File: src/rtl/alu_mdu_control_if.sv
// alu_mdu_control_if
//   Groups the EX-stage decode inputs and the MDU/ALU-control outputs of
//   alu_mdu_control into one bundle.
//   master : the EX-stage driver (supplies instruction fields and operands)
//   slave  : alu_mdu_control itself
//   Signals: valid_in, alu_op[1:0], function_field[5:0], operand_a/b[DATA_W],
//            alu_control[3:0], no_gpr_wb, stall, busy, hi/lo[DATA_W]
interface alu_mdu_control_if #(
  parameter int DATA_W = 32
);
  logic              valid_in;
  logic [1:0]        alu_op;
  logic [5:0]        function_field;
  logic [DATA_W-1:0] operand_a;
  logic [DATA_W-1:0] operand_b;
  logic [3:0]        alu_control;
  logic              no_gpr_wb;
  logic              stall;
  logic              busy;
  logic [DATA_W-1:0] hi;
  logic [DATA_W-1:0] lo;

  modport master (
    output valid_in, alu_op, function_field, operand_a, operand_b,
    input  alu_control, no_gpr_wb, stall, busy, hi, lo
  );

  modport slave (
    input  valid_in, alu_op, function_field, operand_a, operand_b,
    output alu_control, no_gpr_wb, stall, busy, hi, lo
  );
endinterface

File: src/rtl/alu_mdu_control.sv
// alu_mdu_control
//   EX-stage ALU control decoder plus a multi-cycle shift-add multiplier
//   (MULT/MULTU) with HI/LO registers and MFHI/MFLO interlock.
//   clk : single clock
//   rst : synchronous, active-high reset
//   bus : alu_mdu_control_if.slave (decode inputs, operands, ALU control,
//         no_gpr_wb, stall, busy, hi, lo)
module alu_mdu_control #(
  parameter int DATA_W = 32,
  parameter int CNT_W  = $clog2(DATA_W)
) (
  input logic               clk,
  input logic               rst,
  alu_mdu_control_if.slave  bus
);

  typedef enum logic [1:0] {
    S_IDLE,
    S_RUN,
    S_FIX
  } state_t;

  state_t              r_state;
  state_t              w_state_nxt;
  logic [CNT_W-1:0]    r_cnt;
  logic [DATA_W-1:0]   r_mcand;
  logic [2*DATA_W-1:0] r_prod;
  logic                r_neg;
  logic [DATA_W-1:0]   r_hi;
  logic [DATA_W-1:0]   r_lo;

  logic                w_rtype;
  logic                w_f_mult;
  logic                w_f_multu;
  logic                w_f_mfhi;
  logic                w_f_mflo;
  logic                w_mul_req;
  logic                w_mdu;
  logic                w_busy;
  logic                w_accept;
  logic [3:0]          w_alu_ctrl;
  logic [DATA_W-1:0]   w_mag_a;
  logic [DATA_W-1:0]   w_mag_b;
  logic [DATA_W:0]     w_sum;
  logic [2*DATA_W-1:0] w_prod_shift;
  logic [2*DATA_W-1:0] w_final;

  assign w_rtype   = (bus.alu_op == 2'd2);
  assign w_f_mult  = (bus.function_field == 6'b011000);
  assign w_f_multu = (bus.function_field == 6'b011001);
  assign w_f_mfhi  = (bus.function_field == 6'b010000);
  assign w_f_mflo  = (bus.function_field == 6'b010010);
  assign w_mul_req = bus.valid_in & w_rtype & (w_f_mult | w_f_multu);
  assign w_mdu     = bus.valid_in & w_rtype &
                     (w_f_mult | w_f_multu | w_f_mfhi | w_f_mflo);
  assign w_busy    = (r_state != S_IDLE);
  assign w_accept  = (r_state == S_IDLE) & w_mul_req;

  always_comb begin
    w_alu_ctrl = '0;
    unique case (bus.alu_op)
      2'd0: w_alu_ctrl = 4'd2;
      2'd1: w_alu_ctrl = 4'd5;
      2'd2: begin
        unique case (bus.function_field)
          6'b100000: w_alu_ctrl = 4'd2;
          6'b100010: w_alu_ctrl = 4'd5;
          6'b100100: w_alu_ctrl = 4'd0;
          6'b100101: w_alu_ctrl = 4'd1;
          6'b100111: w_alu_ctrl = 4'd12;
          6'b101010: w_alu_ctrl = 4'd7;
          6'b000000: w_alu_ctrl = 4'd3;
          6'b000010: w_alu_ctrl = 4'd4;
          6'b010000: w_alu_ctrl = 4'd8;
          6'b010010: w_alu_ctrl = 4'd9;
          6'b011000: w_alu_ctrl = 4'd2;
          6'b011001: w_alu_ctrl = 4'd2;
          default:   w_alu_ctrl = 4'd0;
        endcase
      end
      default: w_alu_ctrl = 4'd0;
    endcase
  end

  // Signed operands are multiplied as magnitudes; the sign is reapplied in FIX.
  // The magnitude of the most negative value still fits unsigned.
  assign w_mag_a = (w_f_mult & bus.operand_a[DATA_W-1]) ? -bus.operand_a : bus.operand_a;
  assign w_mag_b = (w_f_mult & bus.operand_b[DATA_W-1]) ? -bus.operand_b : bus.operand_b;

  // r_prod holds {accumulator upper half, remaining multiplier bits}; the
  // add carry becomes the new MSB as the whole chain shifts right.
  always_comb begin
    w_sum = {1'b0, r_prod[2*DATA_W-1:DATA_W]};
    if (r_prod[0]) begin
      w_sum = {1'b0, r_prod[2*DATA_W-1:DATA_W]} + {1'b0, r_mcand};
    end
    w_prod_shift = {w_sum, r_prod[DATA_W-1:1]};
  end

  assign w_final = r_neg ? -r_prod : r_prod;

  always_comb begin
    w_state_nxt = r_state;
    unique case (r_state)
      S_IDLE: if (w_accept) w_state_nxt = S_RUN;
      S_RUN:  if (r_cnt == CNT_W'(DATA_W - 1)) w_state_nxt = S_FIX;
      S_FIX:  w_state_nxt = S_IDLE;
      default: w_state_nxt = S_IDLE;
    endcase
  end

  always_ff @(posedge clk) begin
    if (rst) begin
      r_state <= S_IDLE;
      r_cnt   <= '0;
      r_mcand <= '0;
      r_prod  <= '0;
      r_neg   <= 1'b0;
      r_hi    <= '0;
      r_lo    <= '0;
    end else begin
      r_state <= w_state_nxt;
      unique case (r_state)
        S_IDLE: begin
          if (w_accept) begin
            r_mcand <= w_mag_a;
            r_prod  <= {{DATA_W{1'b0}}, w_mag_b};
            r_neg   <= w_f_mult & (bus.operand_a[DATA_W-1] ^ bus.operand_b[DATA_W-1]);
            r_cnt   <= '0;
          end
        end
        S_RUN: begin
          r_prod <= w_prod_shift;
          r_cnt  <= r_cnt + CNT_W'(1);
        end
        S_FIX: begin
          r_hi <= w_final[2*DATA_W-1:DATA_W];
          r_lo <= w_final[DATA_W-1:0];
        end
        default: ;
      endcase
    end
  end

  assign bus.alu_control = w_alu_ctrl;
  assign bus.no_gpr_wb   = w_mul_req;
  assign bus.stall       = w_busy & w_mdu;
  assign bus.busy        = w_busy;
  assign bus.hi          = r_hi;
  assign bus.lo          = r_lo;

endmodule

File: src/flat_wrapper.sv
// flat-port wrapper written by rule: the top's interface ports become plain ports
module alu_mdu_control_flat 
#(
  parameter int DATA_W = 32,
  parameter int CNT_W  = $clog2(DATA_W)
)
  (clk, rst, bus_valid_in, bus_alu_op, bus_function_field, bus_operand_a, bus_operand_b, bus_alu_control, bus_no_gpr_wb, bus_stall, bus_busy, bus_hi, bus_lo);
  alu_mdu_control_if #(.DATA_W(DATA_W)) bus_i ();
  input logic clk;
  input logic rst;
  input wire logic [$bits(bus_i.valid_in)-1:0] bus_valid_in;
  input wire logic [$bits(bus_i.alu_op)-1:0] bus_alu_op;
  input wire logic [$bits(bus_i.function_field)-1:0] bus_function_field;
  input wire logic [$bits(bus_i.operand_a)-1:0] bus_operand_a;
  input wire logic [$bits(bus_i.operand_b)-1:0] bus_operand_b;
  output wire logic [$bits(bus_i.alu_control)-1:0] bus_alu_control;
  output wire logic [$bits(bus_i.no_gpr_wb)-1:0] bus_no_gpr_wb;
  output wire logic [$bits(bus_i.stall)-1:0] bus_stall;
  output wire logic [$bits(bus_i.busy)-1:0] bus_busy;
  output wire logic [$bits(bus_i.hi)-1:0] bus_hi;
  output wire logic [$bits(bus_i.lo)-1:0] bus_lo;
  assign bus_i.valid_in = bus_valid_in;
  assign bus_i.alu_op = bus_alu_op;
  assign bus_i.function_field = bus_function_field;
  assign bus_i.operand_a = bus_operand_a;
  assign bus_i.operand_b = bus_operand_b;
  assign bus_alu_control = bus_i.alu_control;
  assign bus_no_gpr_wb = bus_i.no_gpr_wb;
  assign bus_stall = bus_i.stall;
  assign bus_busy = bus_i.busy;
  assign bus_hi = bus_i.hi;
  assign bus_lo = bus_i.lo;
  alu_mdu_control #(.DATA_W(DATA_W), .CNT_W(CNT_W)) u_core (.clk(clk), .rst(rst), .bus(bus_i));
endmodule
File: config.mk
export PLATFORM = sky130hd
export DESIGN_NAME = alu_mdu_control_flat
export DESIGN_NICKNAME = d
export VERILOG_FILES = /design/src/rtl/alu_mdu_control_if.sv /design/src/rtl/alu_mdu_control.sv /design/src/flat_wrapper.sv
export SDC_FILE = /design/constraint.sdc
export NUM_CORES = 1
export LEC_CHECK = 0
export BUFFER_PORTS_ARGS = -buffer_cell sky130_fd_sc_hd__clkbuf_2
export CAP_MARGIN = 20
export CORE_ASPECT_RATIO = 2
export CORE_MARGIN = 5
export CORE_UTILIZATION = 50
export CTS_CLUSTER_DIAMETER = 50
export DETAILED_ROUTE_END_ITERATION = 8
export GPL_TIMING_DRIVEN = 0
export PLACE_DENSITY = 0.72
export RECOVER_POWER = 50
export SETUP_SLACK_MARGIN = 0.02
export SYNTH_ARGS = -nofsm -noshare
export SYNTH_HDL_FRONTEND = slang
export SYNTH_SLANG_ARGS = --single-unit
File: constraint.sdc
create_clock -name clk -period 2.67 [get_ports clk]
set_input_delay 0.267 -clock clk [delete_from_list [all_inputs] [get_ports clk]]
set_output_delay 0.267 -clock clk [all_outputs]
set_load 0.01 [all_outputs]
### Word level (Yosys, flattened, before mapping)

Cells that the tools add are included.

* add/subtract/negate cells: 5
* equal/unequal tests: 17
* mux-type cells: 13
* bitwise operators: 12
* reduce and logical (&&, ||, !) cells: 9

Operators with widths (count)
* $mux W64: 2
* $pmux W64 S2: 1
* $mux W32: 2
* $neg A32 Y32: 2
* $neg A64 Y64: 1
* $pmux W4 S9: 1
* $add A32 B32 Y33: 1
* $mux W33: 1
* $eq A6 B6 Y1 const B: 5
* $eq A6 B5 Y1 const B: 4
* $pmux W4 S3: 1
* $pmux W5 S2: 1
* $and A1 B1 Y1: 8
* $eq A6 B2 Y1 const B: 1
* $logic_not A6 Y1: 1
* $reduce_and A2 Y1: 3
* $add A5 B1 Y5 const B: 1
* $eq A5 B5 Y1 const B: 1
* $mux W5: 1
* $eq A2 B1 Y1 const B: 2
* $eq A2 B2 Y1 const B: 2
* $logic_not A2 Y1: 2
* $mux W2: 2
* $ne A2 B1 Y1 const B: 2
* other kinds (5): 8

* bits in registers: 168
* bits of input ports: 75
* output and inout bits: 71
* logic and storage cells: 63

### Depth between registers and ports, before layout

* depth in word-level cells: 6
* mapped depth: 12
* gate-level depth less buffers: 11

### Worst setup path after synthesis

Ideal clock, no wire load.

* path type: reg-to-reg
* from: register u_core.r_prod[26]
* to: register u_core.r_hi[24], in the netlist u_core.bus.hi[24]
* setup time: 0.126 ns
* data arrival time: 2.630 ns
* data required time: 2.544 ns
* path slack: -0.086 ns
* cell stages (with the launch flop): 8
* path buffers: 0
* clock period less this slack: 2.756 ns
* cell sequence: dfxtp_1 or4_4 or4_4 or3_1 or3_4 o41a_1 xnor2_1 o21ai_1

* longest elaborated chain between the ends: 2

Ends and longest elaborated chain
* start: declaration: RTL line alu_mdu_control.sv:27 `logic [2*DATA_W-1:0] r_prod;`
* start signal: assignment: RTL line alu_mdu_control.sv:127 `r_prod <= {{DATA_W{1'b0}}, w_mag_b};`
* start signal: assignment: RTL line alu_mdu_control.sv:133 `r_prod <= w_prod_shift;`
* $neg A64 Y64: RTL line alu_mdu_control.sv:100 `assign w_final = r_neg ? -r_prod : r_prod;`
* $mux W64: RTL line alu_mdu_control.sv:100
* end signal: assignment: RTL line alu_mdu_control.sv:137 `r_hi <= w_final[2*DATA_W-1:DATA_W];`
* end: declaration: RTL line alu_mdu_control.sv:29 `logic [DATA_W-1:0] r_hi;`

Every way passes these cells.
A chain may end at the register's enable or synchronous reset.

### Final worst setup path

* from: register u_core.r_prod[29]
* to: register u_core.r_hi[24], in the netlist u_core.bus.hi[24]

The elaborated chain is that of the path after synthesis.

==> results_dict.tcl <==
set metrics [dict create \
    grt_max_degree 17 \
    drive_above_1_share_pct 18.10 \
    cpPeakStageDelay_ps 550 \
    drtIter0Drc 904 \
    worstSetupEndpointType "register" \
    yosys.cell_types.count 69 \
    ant_nets 0 \
    clock_path_buffers 2 \
    skew_ps 17.34 \
    startpoint "u_core.r_prod[29]$_SDFFE_PP0P_" \
    io_buffers 142 \
    synth_nets 1422 \
    synth-seq-cells 168 \
    crit_path_cell_trace "or4_4 -> or4_4 -> or3_4 -> or3_4 -> o41a_1 -> xnor2_2 -> o21ai_1" \
    syn_to_final_growth_pct 23.12 \
    hold_viol_final 0 \
    tightest_slew_ps 1038 \
    clk_latency_ps 450 \
    vdd_drop_max_mv 0.3135 \
    gp_congestion 0.9881 \
    cts_tree "built" \
    htreeDepth 4 \
    antenna_found_initial 0 \
    setup_slack_ps -448.7 \
    post-dp-hpwl_um 29010 \
    core-area_um2 20830 \
    path_max_fanout 2 \
    ys_warn_count 0 \
    multi_input_area_um2 7291 \
    grt_pass1_wl_um 57950 \
    syn_area_per_cell_um2 8.021 \
    root_buffer "clkbuf_16" \
    finalInstanceArea_um2 12930 \
    clk_pin_slew_ps 70 \
    diodes 0 \
    numCtsBuffers 17 \
    grt_use_met2_pct 55.97 \
    dpl_cell_area_um2 11580 \
    num_vias 11230 \
    reg2reg_from "u_core.r_prod[29]$_SDFFE_PP0P_" \
    fin_crit_ps 3119 \
    nNetsFinal 1615 \
    postSynthCellCount 1309 \
    ios 146 \
    met3_usage_pct 4.700 \
    grt_pass1_vias 11120 \
    wire_per_inst_um 21.48 \
    wl_um 38300 \
    synthFlopType "dfxtp_1" \
    max_slew_margin_pct 30.80 \
    worstPathRequired_ps 2980 \
    start_util_pct 50.40 \
    ys_async_sr_fraction_pct 0 \
    grt.overflow.total 0 \
    seq_area_frac_synth_pct 32.03 \
    violations "setup timing" \
    leakagePower_nw 4.722 \
    synth_edf_count 0 \
    cts_sinks 168 \
    setup_violations 47 \
    die-area_um2 24170 \
    first_pass_iters 6 \
    startpoint_type "register" \
    min_from "bus_operand_a[1]" \
    fin_crit_sh_pct 116.8 \
    rows 75 \
    clock.fmax_ghz 0.3207 \
    crit_path_top_delay_cell "or4_4" \
    critPathKind "register to register" \
    die_w_um 112.5 \
    use_met1_pct 27.19 \
    status "complete, but fails checks" \
    cp.arrival_ps 3430 \
    hold_class "input pin to register" \
    register_area_um2 3425 \
    chipHeight_um 214.9 \
    drv_slew 0 \
    rsz0062_at_grt "true" \
    drv_cap 0 \
    power.density_nw_per_um2 401.5 \
    vias_per_cell 6.299 \
    grt_busiest_layer "met2" \
    final_cells 1783 \
    syn_area_um2 10500 \
    placed_cells 1721 \
    grt_usage_pct 30.47 \
    drc 0 \
    num-fill-cells 1932 \
]
layout by cell type, fill, tap and decap left out, drive strengths merged, types with 18 or more instances in the layout:
| cell type | netlist | layout |
|---|---|---|
| a222oi | 37 | 37 |
| inv | 19 | 24 |
| o31ai | 35 | 35 |
| xnor2 | 61 | 61 |
| or3 | 22 | 22 |
| nor2 | 160 | 160 |
| dfxtp | 168 | 168 |
| xor2 | 76 | 76 |
| nand2 | 104 | 104 |
| a22oi | 18 | 18 |
| nand3 | 21 | 21 |
| ha | 37 | 37 |
| a211oi | 50 | 50 |
| a21oi | 83 | 83 |
| o21ai | 102 | 102 |
| clkbuf | 79 | 236 |
| or4 | 20 | 20 |
| nor3 | 30 | 30 |
| buf | 8 | 43 |
sequential cells by signal, indices dropped and copies added (netlist names):
| register | flops |
|---|---|
| u_core.r_state | 2 |
| u_core.r_prod | 64 |
| u_core.bus.hi | 32 |
| u_core.r_neg | 1 |
| u_core.r_cnt | 5 |
| u_core.r_mcand | 32 |
| u_core.bus.lo | 32 |
final cells by class:
class                   count  area share, %
flip-flops and latches    168          26.49
well taps                 269          2.604
clock buffers              18          3.397
repair buffers            181          7.317
multi-input cells        1035          56.40
plain buffers              80          2.497
inverters                  19         0.5517
clock inverters            13         0.7453
routing by layer:
layer  part of all wire (%)  vias up
li1                       -     5249
met1                     32     5171
met2                     52      581
met3                    5.7      231
met4                     11        0
met5                      0        -
repair_timing:
item                       CTS  global route
hold buffers                 0             0
pin swaps                   29            41
gates resized for setup    112            74
setup endpoints to repair   89            66
setup buffers               22            17
Yosys cell counts (18+ instances only):
master / count / area share [%]
a211oi_1: 50 / 3.6
a21oi_1: 83 / 4.0
a222oi_1: 37 / 3.5
a22oi_1: 18 / 1.3
clkbuf_1: 79 / 2.8
dfxtp_1: 168 / 32
ha_1: 37 / 4.4
inv_1: 19 / 0.68
nand2_1: 104 / 3.7
nand3_1: 20 / 0.95
nor2_1: 160 / 5.7
nor3_1: 29 / 1.4
o21ai_0: 92 / 4.4
o31ai_1: 31 / 2.2
or3_1: 19 / 1.1
xnor2_1: 61 / 5.1
xor2_1: 76 / 6.3
worst max-delay path, delay by kind of cell (launching register included):
kind | cells | cell delay (ps)
AND/OR/NAND/NOR | 4 | 1910
AO/OA/AOI/OAI | 2 | 460
flip-flops | 1 | 320
XOR/XNOR | 1 | 300
logic make-up (layout without fill, tap and decap cells):
logic type | after synthesis | after routing | synth area share [%]
AOI/OAI and AO/OA | 423 | 423 | 27.29
xor gates and xnor gates | 137 | 137 | 11.43
adders and majority gates | 38 | 38 | 4.600
buffers and inverters | 106 | 311 | 3.825
DFF | 168 | 168 | 32.03
muxes | 7 | 7 | 0.6792
and+or+nand+nor | 430 | 430 | 20.15
metrics by stage:
step | setup TNS (ps) | utilization, % | total power (W) | setup WS [ps] | hold slack, ps
finish | -7829 | 62.05 | 0.005190 | -448.7 | 114.7
global route | -12290 | 62.05 | 0.005313 | -450.0 | 122.8
CTS | -3378 | 60.88 | 0.005165 | -384.0 | 114.2
detailed placement | -64250 | 55.61 | 0.002882 | -1480 | 446.1
global placement | -77150 | 55.59 | 0.002879 | -1476 | 441.6
floorplan | -218.1 | - | 0.002727 | -79.73 | 403.0
final timing paths:
check                           slack, ps                        endpoint  cells after the start
worst max-delay path                 -450  u_core.bus.hi[24]$_SDFFE_PP0N_                      7
worst max register to register       -450  u_core.bus.hi[24]$_SDFFE_PP0N_                      7
worst min register to register        450  u_core.bus.hi[15]$_SDFFE_PP0N_                      2
worst min-delay path                  110  u_core.r_mcand[1]$_SDFFE_PP0P_                      3
power by group:
group          total [W]  internal (W)  switching [W]
registers        0.00250       0.00250     0.00000336
clock network    0.00234       0.00122        0.00112
logic           0.000353      0.000130       0.000224
total            0.00519       0.00385        0.00134
No activity file was read; power rests on OpenSTA's default activity.
